--- src/rtl/gerenciador_bolas.sv ---
// Projectile pool: up to N_BOLAS balls fired from a spawn point, moved on a frame tick,
// retired at the screen edge or on a target hit, with a hit counter and a persistent record.
module gerenciador_bolas #(
  parameter int N_BOLAS  = 4,
  parameter int LARGURA  = 640,
  parameter int ALTURA   = 480,
  parameter int RAIO     = 4,
  parameter int VEL      = 2,
  parameter int DIV_TICK = 833333,
  parameter int DIRECAO  = 0
) (
  input  logic                   CLOCK_50,
  input  logic                   reset,
  input  logic                   pausa,
  input  logic                   reiniciarJogo,
  input  logic                   disparo,
  input  logic [9:0]             origemX,
  input  logic [9:0]             origemY,
  input  logic [9:0]             alvoX,
  input  logic [9:0]             alvoY,
  input  logic [9:0]             alvoLargura,
  input  logic [9:0]             alvoAltura,
  output logic [N_BOLAS-1:0]     ativos,
  output logic [10*N_BOLAS-1:0]  x_flat,
  output logic [10*N_BOLAS-1:0]  y_flat,
  output logic [9:0]             raio,
  output logic                   atingiu,
  output logic                   disparoNegado,
  output logic [7:0]             acertos,
  output logic [7:0]             recorde
);

  localparam int CNT_W = (DIV_TICK > 1) ? $clog2(DIV_TICK) : 1;
  localparam int IDX_W = (N_BOLAS > 1) ? $clog2(N_BOLAS) : 1;

  if (N_BOLAS < 1 || N_BOLAS > 16 || VEL < 1 || VEL > 15 || LARGURA < 1 || ALTURA < 1 ||
      DIV_TICK < 1) begin : g_bad_params
    $error("gerenciador_bolas: parameter out of range");
  end

  logic [9:0]       pos_x [N_BOLAS];
  logic [9:0]       pos_y [N_BOLAS];
  logic [CNT_W-1:0] divisor;

  logic               tick;
  logic [N_BOLAS-1:0] hit;
  logic [N_BOLAS-1:0] sai;
  logic [4:0]         n_hits;
  logic               livre_ok;
  logic [IDX_W-1:0]   livre_idx;
  logic [8:0]         soma;
  logic [7:0]         acertos_prox;
  logic               in_x;
  logic               in_y;
  logic               borda;

  assign raio = 10'(RAIO);

  always_comb begin
    // NOTE: every always_comb output gets a default before any branch, so no latch is inferred.
    tick         = 1'b0;
    hit          = '0;
    sai          = '0;
    n_hits       = '0;
    livre_ok     = 1'b0;
    livre_idx    = '0;
    in_x         = 1'b0;
    in_y         = 1'b0;
    borda        = 1'b0;

    tick = !pausa && (divisor == CNT_W'(DIV_TICK - 1));

    // Rectangle test uses 11 bits so alvo + size never wraps back into the screen.
    for (int i = 0; i < N_BOLAS; i++) begin
      in_x = ({1'b0, pos_x[i]} >= {1'b0, alvoX}) &&
             ({1'b0, pos_x[i]} <  ({1'b0, alvoX} + {1'b0, alvoLargura}));
      in_y = ({1'b0, pos_y[i]} >= {1'b0, alvoY}) &&
             ({1'b0, pos_y[i]} <  ({1'b0, alvoY} + {1'b0, alvoAltura}));
      if (DIRECAO == 0) borda = pos_y[i] < 10'(VEL);
      else              borda = ({1'b0, pos_y[i]} + 11'(VEL)) > 11'(ALTURA - 1);
      hit[i] = tick && ativos[i] && in_x && in_y;
      sai[i] = tick && ativos[i] && !(in_x && in_y) && borda;
      n_hits = n_hits + 5'(hit[i]);
    end

    // Descending scan leaves the lowest free index as the winner.
    for (int i = N_BOLAS - 1; i >= 0; i--) begin
      if (!ativos[i]) begin
        livre_ok  = 1'b1;
        livre_idx = IDX_W'(i);
      end
    end

    soma         = {1'b0, acertos} + 9'(n_hits);
    acertos_prox = (soma > 9'd255) ? 8'd255 : soma[7:0];
  end

  always_comb begin
    x_flat = '0;
    y_flat = '0;
    for (int i = 0; i < N_BOLAS; i++) begin
      x_flat[10*i +: 10] = pos_x[i];
      y_flat[10*i +: 10] = pos_y[i];
    end
  end

  always_ff @(posedge CLOCK_50) begin
    // NOTE: sequential state uses non-blocking assignments so every register sees pre-edge values.
    if (reset) begin
      ativos        <= '0;
      divisor       <= '0;
      atingiu       <= 1'b0;
      disparoNegado <= 1'b0;
      acertos       <= '0;
      recorde       <= '0;
      // NOTE: the slot coordinate arrays are small flops, not RAM, so they are reset with the rest.
      for (int i = 0; i < N_BOLAS; i++) begin
        pos_x[i] <= '0;
        pos_y[i] <= '0;
      end
    end else begin
      atingiu       <= 1'b0;
      disparoNegado <= 1'b0;
      if (acertos > recorde) recorde <= acertos;

      if (reiniciarJogo) begin
        ativos  <= '0;
        divisor <= '0;
        acertos <= '0;
      end else if (!pausa) begin
        divisor <= tick ? '0 : divisor + 1'b1;

        for (int i = 0; i < N_BOLAS; i++) begin
          if (hit[i] || sai[i]) begin
            ativos[i] <= 1'b0;
          end else if (tick && ativos[i]) begin
            if (DIRECAO == 0) pos_y[i] <= pos_y[i] - 10'(VEL);
            else              pos_y[i] <= pos_y[i] + 10'(VEL);
          end
        end

        // The chosen slot was inactive at the start of the cycle, so the tick loop never touches it.
        if (disparo) begin
          if (livre_ok) begin
            ativos[livre_idx] <= 1'b1;
            pos_x[livre_idx]  <= origemX;
            pos_y[livre_idx]  <= origemY;
          end else begin
            disparoNegado <= 1'b1;
          end
        end

        if (n_hits != 5'd0) begin
          atingiu <= 1'b1;
          acertos <= acertos_prox;
        end
      end
    end
  end

endmodule

--- config.mk ---
export PLATFORM = sky130hd
export DESIGN_NAME = gerenciador_bolas
export DESIGN_NICKNAME = d
export VERILOG_FILES = /design/src/rtl/gerenciador_bolas.sv
export SDC_FILE = /design/constraint.sdc
export NUM_CORES = 1
export LEC_CHECK = 0
export ABC_AREA = 1
export BUFFER_PORTS_ARGS = -buffer_cell sky130_fd_sc_hd__buf_4
export CAP_MARGIN = 20
export CORE_MARGIN = 2
export CORE_UTILIZATION = 45
export DETAILED_ROUTE_END_ITERATION = 16
export GPL_TIMING_DRIVEN = 0
export HOLD_SLACK_MARGIN = 0.03
export PLACE_DENSITY = 0.69
export SLEW_MARGIN = 20
export SYNTH_ARGS = -nofsm -noshare
export SYNTH_HDL_FRONTEND = slang
export SYNTH_SLANG_ARGS = --single-unit
--- constraint.sdc ---
create_clock -name CLOCK_50 -period 5.3 [get_ports CLOCK_50]
set_input_delay 0.795 -clock CLOCK_50 [delete_from_list [all_inputs] [get_ports CLOCK_50]]
set_output_delay 0.795 -clock CLOCK_50 [all_outputs]
set_load 0.01 [all_outputs]
==> out/qor.csv <==
metric,value,unit
dr_wl_met2,15300,µm
ys_ff_latch,122,
syn_area,10700,µm²
ant_nets,0,
io_buffers,166,
insertion_delay,420,ps
path_max_fanout,4,
crit_type,input pin to flop,
startpoint_type,input pin,
wl_met3,2100,µm
fin_area,13700,µm²
worstHoldStart,divisor[8],
cts_buffer_depth,2,
hold_violations,0,
synth.area.top_cells,"edfxtp_1, ha_1, dfxtp_1, nand2_1, inv_1",
die_area,25100,µm²
setup_viol,8,
fin_cells,1878,
nets,1794,
wire_per_inst,17.2,µm
path_buf_inv,5,
ff2ff_path_depth,25,
gr-total-overflow,0,
io_pins,177,
synth_ff_type,edfxtp_1,
cts_buffers,17,
clock_tree.htree_level_count,4,
drc,0,
max_freq,0.180,GHz
drv_slew,0,
fin_crit_sh,105,%
dr.pass1.iters,5,
synth_top_area_share,22.4,%
r2r_slack,750,ps
die_w,158,µm
holdPathStages,2,
place_congestion,0.905,
antenna_found_initial,0,
area_growth,27.8,%
via_per_inst,5.30,
endpoint_kind,flop,
grt_pass1_wl,48700,µm
yosysWarnings,0,
rows,56,
rsz0062_at_grt,yes,
worstPathRequired,5630,ps
dpl.cell_count,1813,
crit-reg2reg-launch,pos_y[1][7],
hpwl,25000,µm
synth_edf_count,80,
track_usage,25.3,%
finalSetupTns,-1510,ps
yosysMostFrequentCell,nand2_1,
maxCapViolCount,0,
p_per_area,248,nW/µm²
period_needed,5540,ps
path_clk_slew,60,ps
vias,9950,
routed.top_layer,met4,
grt_pass1_vias,9618,
clock_skew,14.6,ps
root_buffer,clkbuf_16,
maxSlewHeadroom,49.9,%
m1WireLength,13700,µm
status,"finished, violations left",
min_to,divisor[8],
p_leak,6.43,nW
start_util,45.8,%
ys_async_sr_fraction,0,%
fin_ws,-241,ps
worstPathArrival,5870,ps
critical-path-slowest-cell,fa_1,
crit_path_frequent_cell,nand2_1,
cts_sinks,122,
n_fill_cell,2123,
drive_gt1_share,24.7,%
worst_pin_slew,748,ps
synth_seq_area_share,30.3,%
num_antenna_cells,0,
synthCells,1320,
violations,negative setup slack,
ir_drop,0.223,mV
place_area,12500,µm²
synth_cell_type_count,55,
syn_area_per_cell,8.12,µm²
max_stage_delay,540,ps
drt_iter0_markers,619,
hold_class,flop to flop,
total_power,3.40,mW
die_y,158,µm
cp_top_family,adder cells,
core-area,23400,µm²
grt_max_degree,17,
r2r-end,acertos[4],
yosysTopAreaCell,edfxtp_1,
routed_wl,32200,µm
synth_common_cells,"nand2_1, ha_1, inv_1, nor2_1, a21oi_1",
utilization,58.5,%
tritoncts,yes,
==> how the worst max path moves through the flow <==
stage / cells after the start / slack (ps) / endpoint / from
after floorplan: 32 / -90 / acertos[4] / alvoY[0]
after global placement: 36 / -1000 / acertos[4] / alvoY[1]
after detailed placement: 36 / -1010 / acertos[4] / alvoY[1]
after CTS: 33 / -40 / acertos[4] / alvoY[0]
after global routing: 34 / -490 / acertos[4] / alvoY[0]
final: 34 / -240 / acertos[4] / alvoY[0]
==> worst reg2reg max path: cells and delay by family (launching register included) <==
kind | cells | cell delay [ps]
AO/OA/AOI/OAI | 2 | 350
buffers and inverters | 4 | 280
flip-flops | 1 | 520
AND/OR/NAND/NOR | 14 | 1630
adder cells (fa/ha/maj) | 5 | 1670
==> layout by cell type (no fill, tap or decap), types with 27 or more instances in the layout <==
cell / instances
xor2_1: 31
o21bai_2: 27
edfxtp_1: 80
nand2_1: 217
dfxtp_1: 42
nand3_1: 62
ha_1: 165
a21oi_1: 76
nor2_1: 165
buf_4: 202
inv_1: 173
==> stage by stage <==
stage               setup slack, ps  hold WS [ps]
finish                         -241           472
global route                   -491           494
CTS                           -35.5           473
detailed placement            -1010           465
global placement              -1000           453
floorplan                     -89.5           437
==> flip-flops by register name, indices dropped and copies added (netlist names) <==
name / count
pos_y: 40
disparoNegado: 1
recorde: 8
ativos: 4
acertos: 8
divisor: 20
pos_x: 40
atingiu: 1
==> where the power goes <==
part / internal [mW] / switching [mW] / total (mW)
clock: 0.740 / 0.456 / 1.20
sequential: 1.07 / 0.0623 / 1.13
combinational: 0.441 / 0.633 / 1.07
==> layer usage <==
metal,global-route usage [%],vias to the layer above
met5,0,-
met4,11.0,0
met3,3.92,78
met2,42.1,334
met1,32.7,4612
li1,-,4926
==> kinds of logic (layout without fill, tap and decap cells) <==
group | count (synthesis) | count (layout) | synth area share, %
compound gates | 195 | 195 | 12.5
xor+xnor | 48 | 48 | 3.92
fa+ha+maj | 183 | 183 | 21.6
buf+inv | 207 | 438 | 7.67
flops | 122 | 122 | 30.3
other cells | 2 | 10 | 0.0701
simple gates | 563 | 563 | 24.0
==> cell type report <==
| cell class | count | area, µm² | area share (%) |
|---|---|---|---|
| inverters | 187 | 702 | 5.12 |
| plain buffers | 20 | 120 | 0.877 |
| clock buffers | 18 | 429 | 3.13 |
| clock inverters | 14 | 170 | 1.24 |
| flip-flops and latches | 122 | 3240 | 23.7 |
| multi-input cells | 999 | 7100 | 51.8 |
| well taps | 319 | 399 | 2.91 |
| repair buffers | 199 | 1530 | 11.2 |
==> timing repair <==
action,4_1_cts,5_1_grt
hold buffers,0,0
endpoints found under the hold margin,0,0
pin swaps,42,32
gates resized for setup,47,25
endpoints found under the setup margin,8,8
setup buffers,22,11
(Power assumes the default switching activity.)
